<file path="src/rtl/equiv_stim_gen.sv">
// equiv_stim_gen: LFSR-driven bounded stimulus source (wire0..wire3) with start/busy/done handshake
// Ports: clk, rst (async, active-high), start, hold, seed_load, seed_in[63:0] in;
//        wire0[3:0], wire1[20:0], wire2[16:0], wire3[21:0], valid, busy, done, vec_count[15:0] out.
// Optional feature: define EQUIV_STIM_CORNER_EN to prefix each run with 4 corner vectors.
module equiv_stim_gen #(
  parameter int          NUM_VECTORS = 256,
  parameter logic [63:0] SEED        = 64'h0000_0000_0000_0001
) (
  input  logic        clk,
  input  logic        rst,
  input  logic        start,
  input  logic        hold,
  input  logic        seed_load,
  input  logic [63:0] seed_in,
  output logic [3:0]  wire0,
  output logic [20:0] wire1,
  output logic [16:0] wire2,
  output logic [21:0] wire3,
  output logic        valid,
  output logic        busy,
  output logic        done,
  output logic [15:0] vec_count
);
  typedef enum logic [1:0] {IDLE, RUN, DONE} state_t;
  localparam logic [15:0] LAST = 16'(NUM_VECTORS - 1);
  state_t      state, state_d;
  logic [63:0] lfsr, lfsr_d, out_q, out_d, vec;
  logic        valid_d, busy_d, done_d, adv, fb;
  logic [15:0] cnt_d;
  assign fb = lfsr[63] ^ lfsr[62] ^ lfsr[60] ^ lfsr[59];
  assign wire0 = out_q[3:0];
  assign wire1 = out_q[24:4];
  assign wire2 = out_q[41:25];
  assign wire3 = out_q[63:42];
`ifdef EQUIV_STIM_CORNER_EN
  // MSB of every field; corner patterns are 0, all-ones, MSB-only (min), ~MSB (max)
  localparam logic [63:0] MSB_MASK = 64'h8000_0200_0100_0008;
  logic corner;
  assign corner = vec_count < 16'd4;
  assign adv = !corner;
  assign vec = !corner ? lfsr :
               vec_count[1] ? (vec_count[0] ? ~MSB_MASK : MSB_MASK) : {64{vec_count[0]}};
`else
  assign adv = 1'b1;
  assign vec = lfsr;
`endif
  always_comb begin
    state_d = state;
    lfsr_d  = lfsr;
    out_d   = out_q;
    valid_d = 1'b0;
    busy_d  = busy;
    done_d  = 1'b0;
    cnt_d   = vec_count;
    unique case (state)
      IDLE: begin
        // a load in the same cycle as start lands first, so the run begins from it
        if (seed_load) lfsr_d = (seed_in == 64'd0) ? SEED : seed_in;
        if (start) begin
          state_d = RUN;
          busy_d  = 1'b1;
          cnt_d   = 16'd0;
        end
      end
      RUN: if (!hold) begin
        out_d   = vec;
        valid_d = 1'b1;
        if (adv) lfsr_d = {lfsr[62:0], fb};
        cnt_d   = (&vec_count) ? vec_count : vec_count + 16'd1;
        if (vec_count == LAST) state_d = DONE;
      end
      DONE: begin
        done_d  = 1'b1;
        busy_d  = 1'b0;
        state_d = IDLE;
      end
      default: state_d = IDLE;
    endcase
  end
  always_ff @(posedge clk or posedge rst) begin
    if (rst) begin
      state     <= IDLE;
      lfsr      <= SEED;
      out_q     <= 64'd0;
      valid     <= 1'b0;
      busy      <= 1'b0;
      done      <= 1'b0;
      vec_count <= 16'd0;
    end else begin
      state     <= state_d;
      lfsr      <= lfsr_d;
      out_q     <= out_d;
      valid     <= valid_d;
      busy      <= busy_d;
      done      <= done_d;
      vec_count <= cnt_d;
    end
  end
endmodule

</file>
<file path="config.mk">
export PLATFORM = sky130hd
export DESIGN_NAME = equiv_stim_gen
export DESIGN_NICKNAME = d
export VERILOG_FILES = /design/src/rtl/equiv_stim_gen.sv
export SDC_FILE = /design/constraint.sdc
export NUM_CORES = 1
export LEC_CHECK = 0
export BUFFER_PORTS_ARGS = -buffer_cell sky130_fd_sc_hd__buf_2
export CORE_MARGIN = 1
export CORE_UTILIZATION = 30
export CTS_CLUSTER_SIZE = 30
export DETAILED_ROUTE_END_ITERATION = 8
export SYNTH_ARGS = -nofsm -noshare
export SYNTH_HDL_FRONTEND = slang
export SYNTH_SLANG_ARGS = --single-unit
</file>
<file path="constraint.sdc">
create_clock -name clk -period 8.9 [get_ports clk]
set_input_delay 0.89 -clock clk [delete_from_list [all_inputs] [get_ports clk]]
set_output_delay 0.89 -clock clk [all_outputs]
set_load 0.02 [all_outputs]
</file>
Word level (Yosys, flattened, before mapping):

Index checks and enable logic that the tools add are counted.

* $add $sub $neg: 1
* equal/unequal tests: 8
* multiplexer cells: 17
* bitwise gates (word level): 4
* reductions and logical operators: 10

Operators with widths (number)
* 2-to-1 mux 64 bit: 3
* case mux 64 bit (2 select lines): 1
* zero test 64 bit: 1
* 2-to-1 mux 16 bit: 3
* case mux 16 bit (2 select lines): 1
* adder 16 x 1 -> 16 bit, second input constant: 1
* equality test 16 x 8 -> 1 bit, second input constant: 1
* AND reduction 16 bit: 1
* != test 2 bit, second input constant: 5
* 2-to-1 mux 2 bit: 3
* AND reduction 3 bit: 2
* 2-to-1 mux 1 bit: 4
* case mux 2 bit (2 select lines): 1
* AND reduction 2 bit: 2
* AND reduction 4 bit: 1
* nonzero test 2 bit: 2
* XOR 1 bit: 3
* equality test 2 x 1 -> 1 bit, second input constant: 1
* equality test 2 bit, second input constant: 1
* zero test 2 bit: 1
* case mux 1 bit (2 select lines): 1
* NOT 1 bit: 1

* register bits: 149
* input bits: 69
* output and inout bits: 83
* logic and storage cells: 47

Depth between registers and ports, before layout:

Gate-level depths: netlist (run 1).

* depth in word-level cells: 5
* depth in mapped cells: 7
* depth with buffers taken out: 5

Least setup slack after synthesis (run 1):

No wires, ideal clock.

* path type: input to register
* start point: input hold
* end point: register vec_count[12]
* arrival: 2.062 ns
* data required time: 8.823 ns
* path slack: 6.760 ns
* stages on the path: 4
* buffers on the path: 0
* path through: or2b_1 -> a2111o_1 -> or4_1 -> a21oi_1

* longest elaborated chain between the ends: 2

RTL lines
* start, declared: RTL line 12 `input logic hold,`
* != test 2 bit (no line)
* AND reduction 4 bit (no line)
* end signal, assigned: RTL line 96 `vec_count <= cnt_d;`
* end, declared: RTL line 22 `output logic [15:0] vec_count`

No other way between the ends.
A chain may end at the register's enable or synchronous reset.

Worst setup path after layout (run 1):

* start point: register state[0]
* end point: register lfsr[0]

* longest elaborated chain between the ends: 3
* elaborated cells on any way between the ends: 7

RTL lines
* start, declared: RTL line 26 `state_t state, state_d;`
* start signal, assigned: RTL line 90 `state <= state_d;`
* equality test 2 x 1 -> 1 bit / zero test 2 bit (equally long branches): RTL line 55 `unique case (state)`
* != test 2 bit (no line) / nonzero test 2 bit (equally long branches)
* AND reduction 3 bit (no line)
* end signal, assigned: RTL line 91 `lfsr <= lfsr_d;`
* end, declared: RTL line 27 `logic [63:0] lfsr, lfsr_d, out_q, out_d, vec;`

Parallel ways exist; a longest one is shown, timed or not.

==> out/summary.txt, run 1 <==
setup violators final: 0
hold_buf cts: 0
Worst-Margin Slew: 0.911 ns
CP max FO: 94
flop2flop setup slack: 5.91 ns
vias in the first global route: 4707
kind of critical path: flop to flop
WP data required: 9.23 ns
register area share after synthesis: 55.8%
crit path launch: state[0]
NumNets Final: 785
setup bufs post-CTS: 0
Die Ht: 151 µm
Post-synth EDFFs: 0
post-route setup TNS: 0 ns
CTS root buffer: clkbuf_16
Skew-Pair Late Insertion Delay: 0.42 ns
final wirelength: 16500 µm
Hold/Removal Path Class: flop to flop
fin cells: 1008
share of the clock period used by the worst path: 33.5%
largest net degree at the start of global routing: 95
endpoints failing hold: 0
IO Count: 152
Reg-to-Reg End: lfsr[0]
static leakage: 0.00331 µW
Cell Rows: 54
library cells used by synthesis: 51
Arr. time, crit path: 3.31 ns
initial core utilization: 30.6%
first-pass GRT wire length: 25800 µm
# DRC: 0
clock transition at the registers of the reported paths: 0.06 ns
GRT Util Overall: 14.9%
CP cell instances: or2b_1, a21oi_4, buf_4, o22ai_1, a41oi_1
CP startpoint kind: flop
starting DRC count in detailed routing: 208
stages on the worst setup path: 5
Detail Route Antenna Nets: 0
Overflow after GRT: 0
Worst Hold Depth: 1
CP delay by family, top: compound AO/OA/AOI/OAI gates
diode count: 0
number of synthesized register bits: 149
CTS tree: yes
port bufs: 151
Synth Flop Type: dfrtp_1
count of warnings emitted by yosys: 0
via count: 4936
Rel. slew slack: 39.3%
cell area after technology mapping: 6680 µm²
routability cong.: 0.806
post-cts sizing count: 0
Slew Limit Fails: 0
slowest stage delay, CP: 0.80 ns
pwr/cell area: 319 nW/µm²
ratio of cells with drive above 1 in the final layout: 36.0%
met1 usage: 21.1%
CP max stage cell: buf_4
multi-input logic area: 2790 µm²
Buf/Inv on CP: 1
met3 Resource Use GR: 3.34%
vias per cell: 4.90
fillers: 2156
Clock Tree Buf Depth: 2
antenna violations before repair: 0
Syn Inst Count: 570
crit path to: lfsr[0]
Max Cap Viol: 0
status: completed
Core Area: 21800 µm²
DP Cell Count: 976
CTS Buf Count: 17
Final min period: 2.99 ns
RSZ-0062 raised after global routing: false
Worst Reg-to-Reg Cells: 5
DP HPWL: 11300 µm
Post-Syn Nets: 640
global routing's busiest layer: met2
ranking of synthesized cells by area: dfrtp_1 (55%), mux2_2 (11%), mux2i_1 (10%)
Area growth syn-to-layout: 24.2%
clk sink count: 149
post-synthesis async set-or-reset flop share: 100%
Die Width: 151 µm
average size of a mapped cell: 11.7 µm²
H-Tree Depth: 4
top cells by count, synth: dfrtp_1 (148), a21oi_1 (72), nor2_1 (70)
die area: 22900 µm²
worst vdd ir: 131 µV
Yosys top cell by area: dfrtp_1
Setup crit end kind: flop
First-pass DRT Iterations: 6
most frequent cell after synthesis: dfrtp_1
routed length per instance: 16.3 µm
GR Layer Usage met2: 21.8%
Yosys top cell area share: 55.5%
Layout Skew: 0.0117 ns
Register Area: 3730 µm²
f_max: 335 MHz
R2R Path Start: state[0]
## worst register-to-register path: stages (launching register included)
cell     delay [ns]
dfrtp_1        0.60
or2b_1         0.33
a21oi_4        0.72
buf_4          0.81
o22ai_1        0.25
a41oi_1        0.19
## area by class of cell
type | count | share of cell area, %
inverters | 10 | 0.513
clock inverters | 13 | 1.72
flip-flops and latches | 149 | 45.0
multi-input cells | 381 | 33.6
well taps | 280 | 4.22
clock buffers | 19 | 5.46
repair buffers | 156 | 9.56
## flip-flops by register name, indices dropped and copies added (netlist names)
name and flops:
vec_count 16, busy 1, state 2, done 1, out_q 64, lfsr 64, valid 1
## routing by layer
metal	up-vias	routed length, µm
li1	2372	-
met1	2425	7990
met2	119	7370
met3	20	803
met4	0	305
met5	-	0
## placed cells by master (no fill, tap or decap), types with 4 or more instances in the layout
| cell | count |
|---|---|
| or4_1 | 5 |
| nor4_1 | 19 |
| dfrtp_1 | 148 |
| clkbuf_16 | 17 |
| nand2_1 | 13 |
| nand3_1 | 4 |
| buf_4 | 5 |
| a21oi_1 | 71 |
| nand4_1 | 8 |
| inv_1 | 9 |
| nor2_1 | 70 |
| mux2_2 | 65 |
| buf_2 | 151 |
| inv_6 | 6 |
| nand2b_1 | 5 |
| o21ai_0 | 6 |
| nor3_1 | 4 |
| mux2i_1 | 68 |
## how the worst min path moves through the flow
stage	startpoint	to	slack, ns
6_report	out_q[10]	out_q[10]	0.50
3_3_place_gp	out_q[10]	out_q[10]	0.48
2_1_floorplan	lfsr[33]	out_q[33]	0.50
4_1_cts	out_q[10]	out_q[10]	0.50
5_1_grt	out_q[0]	out_q[0]	0.51
3_5_place_dp	out_q[10]	out_q[10]	0.49
## where the power goes
part | internal [µW] | switching, µW | total (µW) | leakage, µW
Combinational | 344 | 456 | 800 | 0.00143
Sequential | 937 | 180 | 1120 | 0.00160
Clock | 432 | 301 | 732 | 0.000291
Total | 1710 | 937 | 2650 | 0.00331
## logic make-up (layout without fill, tap and decap cells)
family                     after synthesis  in the layout  synth area share [%]
AOI/OAI and AO/OA                      101            101                  8.82
xor gates and xnor gates                 3              3                 0.393
adders and majority gates                1              1                 0.187
muxes                                  133            133                  21.2
and+or+nand+nor                        143            143                  10.9
DFF                                    149            149                  55.8
buffers and inverters                   40            198                  2.74
## stage by stage
step	util [%]	area (µm²)	hold WS [ns]	setup WS, ns	total power (µW)
finish	38.0	8300	0.499	5.91	2650
detailed placement	35.3	7700	0.488	5.59	1940
global route	38.0	8300	0.512	5.66	2820
floorplan	-	6680	0.502	4.00	1650
global placement	35.3	7700	0.485	5.58	1930
CTS	38.0	8300	0.501	5.93	2690
Note: power is estimated with default switching activity, not from simulation.
==> run 2: changes to the inputs <==
Clock period 8.9 ns to 2.7 ns, I/O delays scaled along.
==> run 2 against run 1 <==
Compared with the run above: clock skew decreased by 0.0059 ns; global-route usage up 0.46 points; register-to-register slack got worse by 5.2 ns; total power rose to 3.3 times the previous value; final area rose by 1.2%; sequential power rose to 3.3 times the previous value; via count rose by 0.28%; count of clock-buffer cells in the layout increased by 6; clock power grew to 3.2 times the previous value; sequential share of layout area down 0.53 points; combinational power rose to 3.4 times the previous value; critical endpoint is now vec_count[12].
==> out/summary.txt, run 2 (synthesis gave the netlist of run 1 again) <==
status: completed
Skew-Pair Late Insertion Delay: 0.41 ns (about the same)
Overflow after GRT: 0 (unchanged)
clk sink count: 149 (unchanged)
Core Area: 21800 µm² (unchanged)
Detail Route Antenna Nets: 0 (unchanged)
diode count: 0 (unchanged)
IO Count: 152 (unchanged)
final wirelength: 16700 µm (+1.5%)
Rel. slew slack: 39.2% (-0.094 points)
met2 WL post-DR: 7830 µm (+6.2%)
routability cong.: 0.863 (+7.0%)
share of the clock period used by the worst path: 74.5% (+41 points)
Register Area: 3730 µm² (unchanged)
CTS Buf Count: 17 (unchanged)
DP Cell Count: 982 (+0.61%)
worst vdd ir: 403 µV (+210%)
post-route setup TNS: 0 ns (unchanged)
Top Layer Used: met4
post-cts sizing count: 0 (unchanged)
Layout Skew: 0.00581 ns (-0.00586 ns)
first-pass GRT wire length: 26500 µm (+2.8%)
clock transition at the registers of the reported paths: 0.06 ns (about the same)
CP max FO: 12 (-87%)
ratio of cells with drive above 1 in the final layout: 36.1% (+0.11 points)
Final min period: 2.01 ns (-0.973 ns)
vias in the first global route: 4729 (+0.47%)
f_max: 497 MHz (+48%)
CP startpoint kind: flop
Final Total Pwr: 8650 µW (+230%)
routed length per instance: 16.5 µm (+0.90%)
starting DRC count in detailed routing: 198 (-4.8%)
pwr/cell area: 1030 nW/µm² (+220%)
metal1 wirelength: 7910 µm (-1.1%)
crit path launch: state[0]
Die Ht: 151 µm (unchanged)
R2R Path Start: state[0]
kind of critical path: flop to flop
Max Cap Viol: 0 (unchanged)
Clock Tree Buf Depth: 2 (unchanged)
static leakage: 0.00334 µW (+0.94%)
DP HPWL: 11700 µm (+3.6%)
routed wl met3: 788 µm (-1.9%)
RSZ-0062 raised after global routing: false
Die Width: 151 µm (unchanged)
Hold/Removal Path Class: input pin to async pin
CTS root buffer: clkbuf_16
# DRC: 0 (unchanged)
slowest stage delay, CP: 0.58 ns (-0.22 ns)
multi-input logic area: 2790 µm² (unchanged)
largest net degree at the start of global routing: 93 (-2.1%)
Regs by FF count: lfsr (64), out_q (64), vec_count (16)
die area: 22900 µm² (unchanged)
setup bufs post-CTS: 0 (unchanged)
Arr. time, crit path: 2.35 ns (-0.96 ns)
CP cell instances: or2b_1, a2111o_1, or4_1, a21oi_1
commonest non-fill, non-tap cell in the layout: buf_2
CTS tree: yes
fin cells: 1014 (+0.60%)
fillers: 2159 (+0.14%)
WP data required: 3.04 ns (-6.19 ns)
CP max stage cell: dfrtp_1
setup violators final: 0 (unchanged)
Worst-Margin Slew: 0.910 ns (-0.000500 ns)
vias per cell: 4.88 (-0.31%)
most frequent cells in the layout: buf_2 (151), dfrtp_1 (148), a21oi_1 (71), nor2_1 (70), mux2i_1 (68)
port bufs: 151 (unchanged)
Slew Limit Fails: 0 (unchanged)
Area growth syn-to-layout: 25.7%
Setup crit end kind: flop
Cell Rows: 54 (unchanged)
First-pass DRT Iterations: 4 (-2)
via count: 4950 (+0.28%)
hold_buf cts: 0 (unchanged)
H-Tree Depth: 4 (unchanged)
initial core utilization: 30.6% (unchanged)
antenna violations before repair: 0 (unchanged)
GRT Util Overall: 15.4% (+0.46 points)
NumNets Final: 791 (+0.76%)
endpoints failing hold: 0 (unchanged)
[run 2: cell count changes in the layout (fill, tap and decap cells not counted), moves of 3 or more]
cell        change
buf_12          +6
inv_6           -6
clkbuf_1        +3
clkbuf_8        +3
clkinvlp_4      +3
[run 2: report_power, final]
| part | internal, µW | switching, µW |
|---|---|---|
| combinational | 1160 | 1530 |
| sequential | 3090 | 562 |
| clock | 1390 | 928 |
| total | 5640 | 3010 |
[run 2: worst max-delay path: cells and delay by family, from the launching register on]
kind / cells / cell delay, ns
AO/OA/AOI/OAI: 2 / 0.61
flip-flops: 1 / 0.58
AND/OR/NAND/NOR: 2 / 0.75
[run 2: path summary, 6_finish.rpt]
kind,slack (ns),cells past startpoint,to
setup / recovery,0.69,4,vec_count[12]
hold / removal,0.04,2,lfsr[54]
setup reg to reg,0.69,4,vec_count[12]
hold reg to reg,0.50,1,out_q[61]
max in group asynchronous,1.93,3,lfsr[0]
min in group clk,0.10,3,lfsr[0]
[run 2: layer usage]
layer,up-vias,global-route usage [%]
met5,-,0
met4,0,4.40
met2,114,23.8
met3,15,4.16
li1,2377,-
met1,2444,20.8
[run 2: through the flow]
step           setup slack [ns]  hold WS (ns)  utilization, %  instance area [µm²]
5_1_grt                   0.553         0.103            38.5                 8400
2_1_floorplan             0.556         0.393               -                 6680
4_1_cts                   0.693        0.0764            38.5                 8400
3_3_place_gp              0.720         0.483            35.8                 7820
6_report                  0.688        0.0395            38.5                 8400
3_5_place_dp              0.639         0.487            35.8                 7820
[run 2: layout make-up]
class                           instances  share of cell area [%]
Clock inverter                          7                   0.835
Multi-Input combinational cell        381                    33.2
Sequential cell                       149                    44.4
Timing Repair Buffer                  162                    10.9
Tap cell                              280                    4.17
Inverter                               10                   0.492
Clock buffer                           25                    6.02
